File: config.mk
export PLATFORM = sky130hd
export DESIGN_NAME = fifo_wr_arbiter
export DESIGN_NICKNAME = d
export VERILOG_FILES = /design/src/rtl/fifo_wr_arbiter.sv
export SDC_FILE = /design/constraint.sdc
export NUM_CORES = 1
export LEC_CHECK = 0
export CORE_MARGIN = 5
export CORE_UTILIZATION = 32
export CTS_CLUSTER_DIAMETER = 30
export DETAILED_ROUTE_END_ITERATION = 10
export HOLD_SLACK_MARGIN = 0.06
export PLACE_DENSITY = 0.85
export SLEW_MARGIN = 30
export SYNTH_ARGS = -nofsm -noshare
export SYNTH_HDL_FRONTEND = slang
export SYNTH_SLANG_ARGS = --single-unit
export TNS_END_PERCENT = 10
File: constraint.sdc
create_clock -name clk -period 1.74 [get_ports clk]
set_input_delay 0.348 -clock clk [delete_from_list [all_inputs] [get_ports clk]]
set_output_delay 0.348 -clock clk [all_outputs]
set_load 0.01 [all_outputs]
File: src/rtl/fifo_wr_arbiter.sv
// Round-robin arbiter sharing one FIFO write port among N_REQ valid/ready producers.
// Optional feature: define FIFO_WR_ARB_PRIO0_EN to give requester 0 fixed priority in IDLE.
module fifo_wr_arbiter #(
    parameter int unsigned N_REQ     = 4,
    parameter int unsigned DW        = 8,
    parameter int unsigned MAX_BURST = 4
) (
    input  logic                clk,
    input  logic                rst,
    input  logic [N_REQ-1:0]    req_valid,
    input  logic [N_REQ*DW-1:0] req_data,
    output logic [N_REQ-1:0]    req_ready,
    input  logic                fifo_full,
    output logic                fifo_wr,
    output logic [DW-1:0]       fifo_din,
    output logic [N_REQ-1:0]    gnt,
    output logic                busy
);

    localparam int unsigned IdxW = (N_REQ > 1) ? $clog2(N_REQ) : 1;
    localparam int unsigned CntW = $clog2(MAX_BURST + 1);

    typedef enum logic [0:0] {StIdle, StBurst} state_e;

    state_e          state_q, state_d;
    logic [IdxW-1:0] owner_q, owner_d;
    logic [IdxW-1:0] last_q, last_d;
    logic [CntW-1:0] cnt_q, cnt_d;
    logic [IdxW-1:0] pick_idx;
    logic [IdxW-1:0] cand;
    logic            pick_found;
    logic            owner_valid;
    logic            beat;

    // Search last_q+1, last_q+2, ... modulo N_REQ for the first valid requester.
    always_comb begin
        pick_found = 1'b0;
        pick_idx   = '0;
        cand       = '0;
        for (int unsigned i = 1; i <= N_REQ; i++) begin
            cand = IdxW'((32'(last_q) + i) % N_REQ);
            if (!pick_found && req_valid[cand]) begin
                pick_found = 1'b1;
                pick_idx   = cand;
            end
        end
    end

    assign owner_valid = req_valid[owner_q];
    assign beat        = (state_q == StBurst) && owner_valid && !fifo_full && !rst;

    always_comb begin
        state_d = state_q;
        owner_d = owner_q;
        last_d  = last_q;
        cnt_d   = cnt_q;
        case (state_q)
            StIdle: begin
                if (pick_found) begin
`ifdef FIFO_WR_ARB_PRIO0_EN
                    // Priority grants leave last_q alone so the rotation resumes unchanged.
                    if (req_valid[0]) begin
                        owner_d = '0;
                    end else begin
                        owner_d = pick_idx;
                        last_d  = pick_idx;
                    end
`else
                    owner_d = pick_idx;
                    last_d  = pick_idx;
`endif
                    cnt_d   = '0;
                    state_d = StBurst;
                end
            end
            StBurst: begin
                if (!owner_valid) begin
                    state_d = StIdle;
                end else if (beat) begin
                    cnt_d = cnt_q + 1'b1;
                    if (cnt_q == CntW'(MAX_BURST - 1)) begin
                        state_d = StIdle;
                    end
                end
            end
            default: state_d = StIdle;
        endcase
    end

    always_ff @(posedge clk) begin
        if (rst) begin
            state_q <= StIdle;
            owner_q <= '0;
            last_q  <= IdxW'(N_REQ - 1);
            cnt_q   <= '0;
        end else begin
            state_q <= state_d;
            owner_q <= owner_d;
            last_q  <= last_d;
            cnt_q   <= cnt_d;
        end
    end

    // Handshake outputs are suppressed while rst is high so an abandoned burst never writes.
    always_comb begin
        gnt       = '0;
        req_ready = '0;
        fifo_wr   = 1'b0;
        fifo_din  = '0;
        if (state_q == StBurst) begin
            gnt[owner_q] = 1'b1;
            if (!rst) begin
                req_ready[owner_q] = !fifo_full;
                fifo_wr            = owner_valid && !fifo_full;
            end
        end
        if (fifo_wr) begin
            fifo_din = req_data[owner_q*DW +: DW];
        end
    end

    assign busy = (state_q == StBurst);

endmodule

Word level (Yosys, flattened, before mapping)
Index checks and enable logic that the tools add are counted.

Bitwise logic cells: 2. Eq/ne operators: 4. Reduce and logical (&&, ||, !) cells: 15. Mux-type cells: 35. $lt $le $gt $ge: 6. Shift-type cells: 1. Add/sub/neg operators: 5.

Operators by type and width (count): $shiftx 32x6->8 (1); $mux 1 (16); $lt 2x3->1 const B (5); $mux 4 (3); $bmux 1 s2 (5); $mux 3 (3); $logic_and 1x1->1 (8); $mux 2 (4); $mux 8 (1); $pmux 3 s2 (1); $logic_not 1->1 (5); $add 2x1->2 const B (2); $add 2x2->2 const B (2); $and 4x4->4 (1); $ne 2x1->1 const B (2); $add 3x1->3 const B (1); $eq 3x2->1 const B (1); $reduce_and 3->1 (1); $demux 1 s2 (1); $ge 2x1->1 const B (1); $ne 2x2->1 const B (1); $pmux 1 s2 (1); $reduce_and 2->1 (1); $not 1->1 (1).

Word-level logic and storage cells: 72. Input port bits: 39. Output and inout bits: 18. Register bits: 8.

Depth between registers and ports, before layout
Word-level depth: 15. Depth in mapped cells: 5. Depth with buffers taken out: 5.

Least setup slack after synthesis
No wires, ideal clock.

Kind: register to output. From: register owner_q[0]. To: output fifo_din[2]. Cell stages (with the launch flop): 5. Path slack: -0.041 ns. Data required time: 1.392 ns. Arrival time: 1.433 ns. Cells stage by stage: dfxtp_1 -> buf_6 -> clkbuf_1 -> mux4_2 -> and3_1.

Longest elaborated chain between the ends: 6. Elaborated cells on any way between the ends: 7.

Ends and longest elaborated chain: from (decl) (RTL line 26) `logic [IdxW-1:0] owner_q, owner_d;`; from (signal assigned) (RTL line 98) `owner_q <= owner_d;`; $bmux 1 s2 (RTL line 49) `assign owner_valid = req_valid[owner_q];`; $mux 1 (not written as such) (RTL line 49); $logic_and 1x1->1 (RTL line 114) `fifo_wr = owner_valid && !fifo_full;`; $mux 1 (RTL line 112) `if (!rst) begin`; $mux 1 (RTL line 110) `if (state_q == StBurst) begin`; $mux 8 * (RTL line 117) `if (fifo_wr) begin`; to (decl) (RTL line 15) `output logic [DW-1:0] fifo_din,`.

Every way passes the cells marked *; elsewhere a longest branch is shown, timed or not. The select of a mux whose other input is x is not followed.

Worst setup path after layout
From: register owner_q[0]. To: output fifo_din[4].

The elaborated chain is that of the path after synthesis.

==> parameters.txt <==
Parameter                              Value

Layout
  Final instance count without filler cells    190
  Area overhead of the layout relative to synthesis    93.9%
  Final layout net count    203
  Fraction of layout cells with a size suffix above 1    39.4%
  Post-layout utilization of the core    65.2%
  Ant diodes    0

Timing
  Worst hold slack after final layout    0.482 ns
  Final setup skew    ~0.0024 ns
  Setup repair after global routing missed its margin    yes
  Ratio of final minimum period to clock period    118%
  Number of endpoints with negative hold slack in the final report    0
  Shortest period the worst path allows    2.06 ns
  Final setup violation count    10
  Worst slew pin tran    0.295 ns
  Worst path setup slack after routing    -0.317 ns
  Slew Viols, Final    0
  Relative slew slack    80.2%
  Max Freq    0.486 GHz

Die
  Area inside the core boundary    0.00250 sq mm
  Count of standard-cell rows    18
  Starting Density    33.6%
  Area of the die    0.00375 sq mm
  Die Y    61.3 microns
  Die width    61.3 microns
  Ports    57

Yosys
  Number of enable flip-flop cells after synthesis    0
  Area share of the largest cell type after synthesis    21.9%
  Unique masters post-synth    33
  Syn. warnings    0
  Primary FF master, synth    sky130_fd_sc_hd__dfxtp_1
  Yosys top cell by area    sky130_fd_sc_hd__mux4_1
  Mean post-synth cell area    between 10 and 15 sq um
  Number of synthesized register bits    8
  Gate Count Post-Synth    84
  Leading post-synthesis cells by cell area    sky130_fd_sc_hd__mux4_1 22%, sky130_fd_sc_hd__dfxtp_1 19%, sky130_fd_sc_hd__and3_1 7.4%, sky130_fd_sc_hd__mux4_2 5.4%, sky130_fd_sc_hd__nor3b_1 3.6%
  Cell types with the highest counts after synthesis    10 x sky130_fd_sc_hd__and3_1, 8 x sky130_fd_sc_hd__dfxtp_1, 7 x sky130_fd_sc_hd__mux4_1, 6 x sky130_fd_sc_hd__clkbuf_1, 5 x sky130_fd_sc_hd__inv_1
  FFs w/ async S/R, synth    0%
  Seq/Total Area, Yosys    19.0%
  Cell with the most instances after synthesis    sky130_fd_sc_hd__and3_1
  Number of nets in the synthesized netlist    125
  Cell area after technology mapping    841 sq um

GRT
  Remaining global-route overflow    0
  GRT Overall Usage    between 20% and 30%
  First-pass GRT wire length    5800 microns
  Vias in the first global route    1092
  Initial antenna violation count    0
  Largest net degree at the start of global routing    12

Placement
  DP Wirelength    2630 microns
  Global placement routability congestion    0.826
  Quantity of I/O buffers inserted on ports    56
  Total instance count after detailed placement    179

Drt
  Drt total wl    4030 microns
  Routed WL per cell    21.2 microns
  DRT Pass-1 Iters    5
  Violation count after the first detailed-routing iteration    68
  DR vias/cell    approximately 5.8
  Count of antenna-violating nets left after detailed routing    0
  Vias    roughly 1100
  # DRC    0

Hold path
  Worst hold-check path type    register to register

Status
  Violations in the final reports    setup timing
  Status    complete, but fails checks

Critical path
  Crit path max-delay cell type    sky130_fd_sc_hd__mux4_2
  Most used cell, CP    sky130_fd_sc_hd__buf_6
  Worst path cell trace    buf_6 > mux4_2 > buf_6 > and3_4 > buf_6
  Req. time, crit path    1.39 ns
  Slowest Stage Delay on Critical Path    0.56 ns
  Worst setup path category    register to output port
  Arrival time of data at the critical path endpoint    1.71 ns
  Largest fanout of any net on the critical path    6
  Endpoint kind of the worst setup timing path    output port
  Critical path launch point type    register

Clocking
  Maximum count of clock buffers along a single path    2
  Library cell used as clock root buffer    sky130_fd_sc_hd__clkbuf_4
  Number of buffers inserted for hold repair after clock tree synthesis    0
  CTS tree    yes
  CTS buffer count    3
  # H-tree levels    1
  Sink Count    8
  Clock latency on the worst-skew pair    0.25 ns
  Clock-pin slew of the registers on the worst-case setup and hold paths    0.05 ns

Power and ir drop
  Clock share of power    17.0%
  Switching pwr    266 uW
  VDD IR max    0.000283 V
  Power share of the sequential group    27.6%
  Fraction of power spent switching nets    32.5%
  Power per cell area    502 mW/mm^2
  Proportion of power drawn by combinational gates    55.4%
  Int Power    552 uW
  Total power draw    818 uW
  Leakage dissipation    0.000740 uW

Run
  Max-cap check violation count    0
[placed cells by master (no fill, tap or decap), drive strengths merged, types with 2 or more instances in the layout]
cell / count
a211oi: 2
a21oi: 3
and3: 10
and3b: 3
buf: 32
clkbuf: 9
clkdlybuf4s15: 2
clkdlybuf4s50: 33
dfxtp: 8
dlygate4sd2: 7
ha: 2
inv: 5
mux2: 2
mux2i: 2
mux4: 10
nand2: 3
nand2b: 3
nor2: 2
nor3b: 4
o211ai: 3
[stage by stage]
step	setup WS (ns)	setup TNS, ns	area (sq um)
3_3_place_gp	-0.613	-8.73	1520
6_report	-0.317	-2.80	1630
3_5_place_dp	-0.645	-9.15	1520
5_1_grt	-0.349	-3.22	1630
4_1_cts	-0.300	-2.72	1610
2_1_floorplan	-0.0320	-0.0320	842
[kinds of logic after synthesis]
group	share of synthesized area, %
and+or+nand+nor	23.1
AOI/OAI and AO/OA	15.0
buffers and inverters	7.59
muxes	32.3
DFF	19.0
adders and majority gates	2.98
[state kept, by name (all words and copies together) (netlist names)]
signal,flops
owner_q,2
last_q,2
cnt_q,3
busy,1
[layout make-up]
class	count	area (sq um)
fill	184	870
timing repair buffer	80	714
multi-input combinational	64	674
sequential	8	163
tap	30	37.5
clock buffer	3	22.5
inverter	5	18.8
[what timing repair did]
| action | CTS | global route |
|---|---|---|
| gates cloned | 1 | 0 |
| resized for setup | 69 | 22 |
| setup buffers | 7 | 0 |
| pin swaps | 2 | 2 |
| hold endpoints to repair | 0 | 0 |
| setup endpoints to repair | 21 | 18 |
[path summary, 6_finish.rpt]
path | start | endpoint | slack [ns] | depth (start not counted)
max | owner_q[0] | fifo_din[4] | -0.32 | 5
min | cnt_q[0] | cnt_q[0] | 0.48 | 1
max reg2reg | owner_q[0] | cnt_q[0] | -0.23 | 7
min reg2reg | cnt_q[0] | cnt_q[0] | 0.48 | 1
[power by group through the flow]
stage          Sequential, uW  Combinational, uW  Clock (uW)
2_1_floorplan             216                189           0
3_3_place_gp              222                349           0
3_5_place_dp              224                364           0
4_1_cts                   224                424         143
5_1_grt                   227                476         151
6_report                  226                453         139
[critical path, delay by kind of cell, from the launching register on]
family,cells,cell delay (ns)
simple gates,1,0.14
flops,1,0.35
mux,1,0.56
buf+inv,3,0.40
[routing by layer]
layer | vias up | part of all wire (%) | track usage, %
met1 | 541 | 39 | 22.8
li1 | 493 | - | -
met2 | 55 | 53 | 42.7
met5 | - | 0 | 0
met3 | 12 | 5.7 | 2.52
met4 | 0 | 2.8 | 7.43
Note: power is estimated with default switching activity, not from simulation.
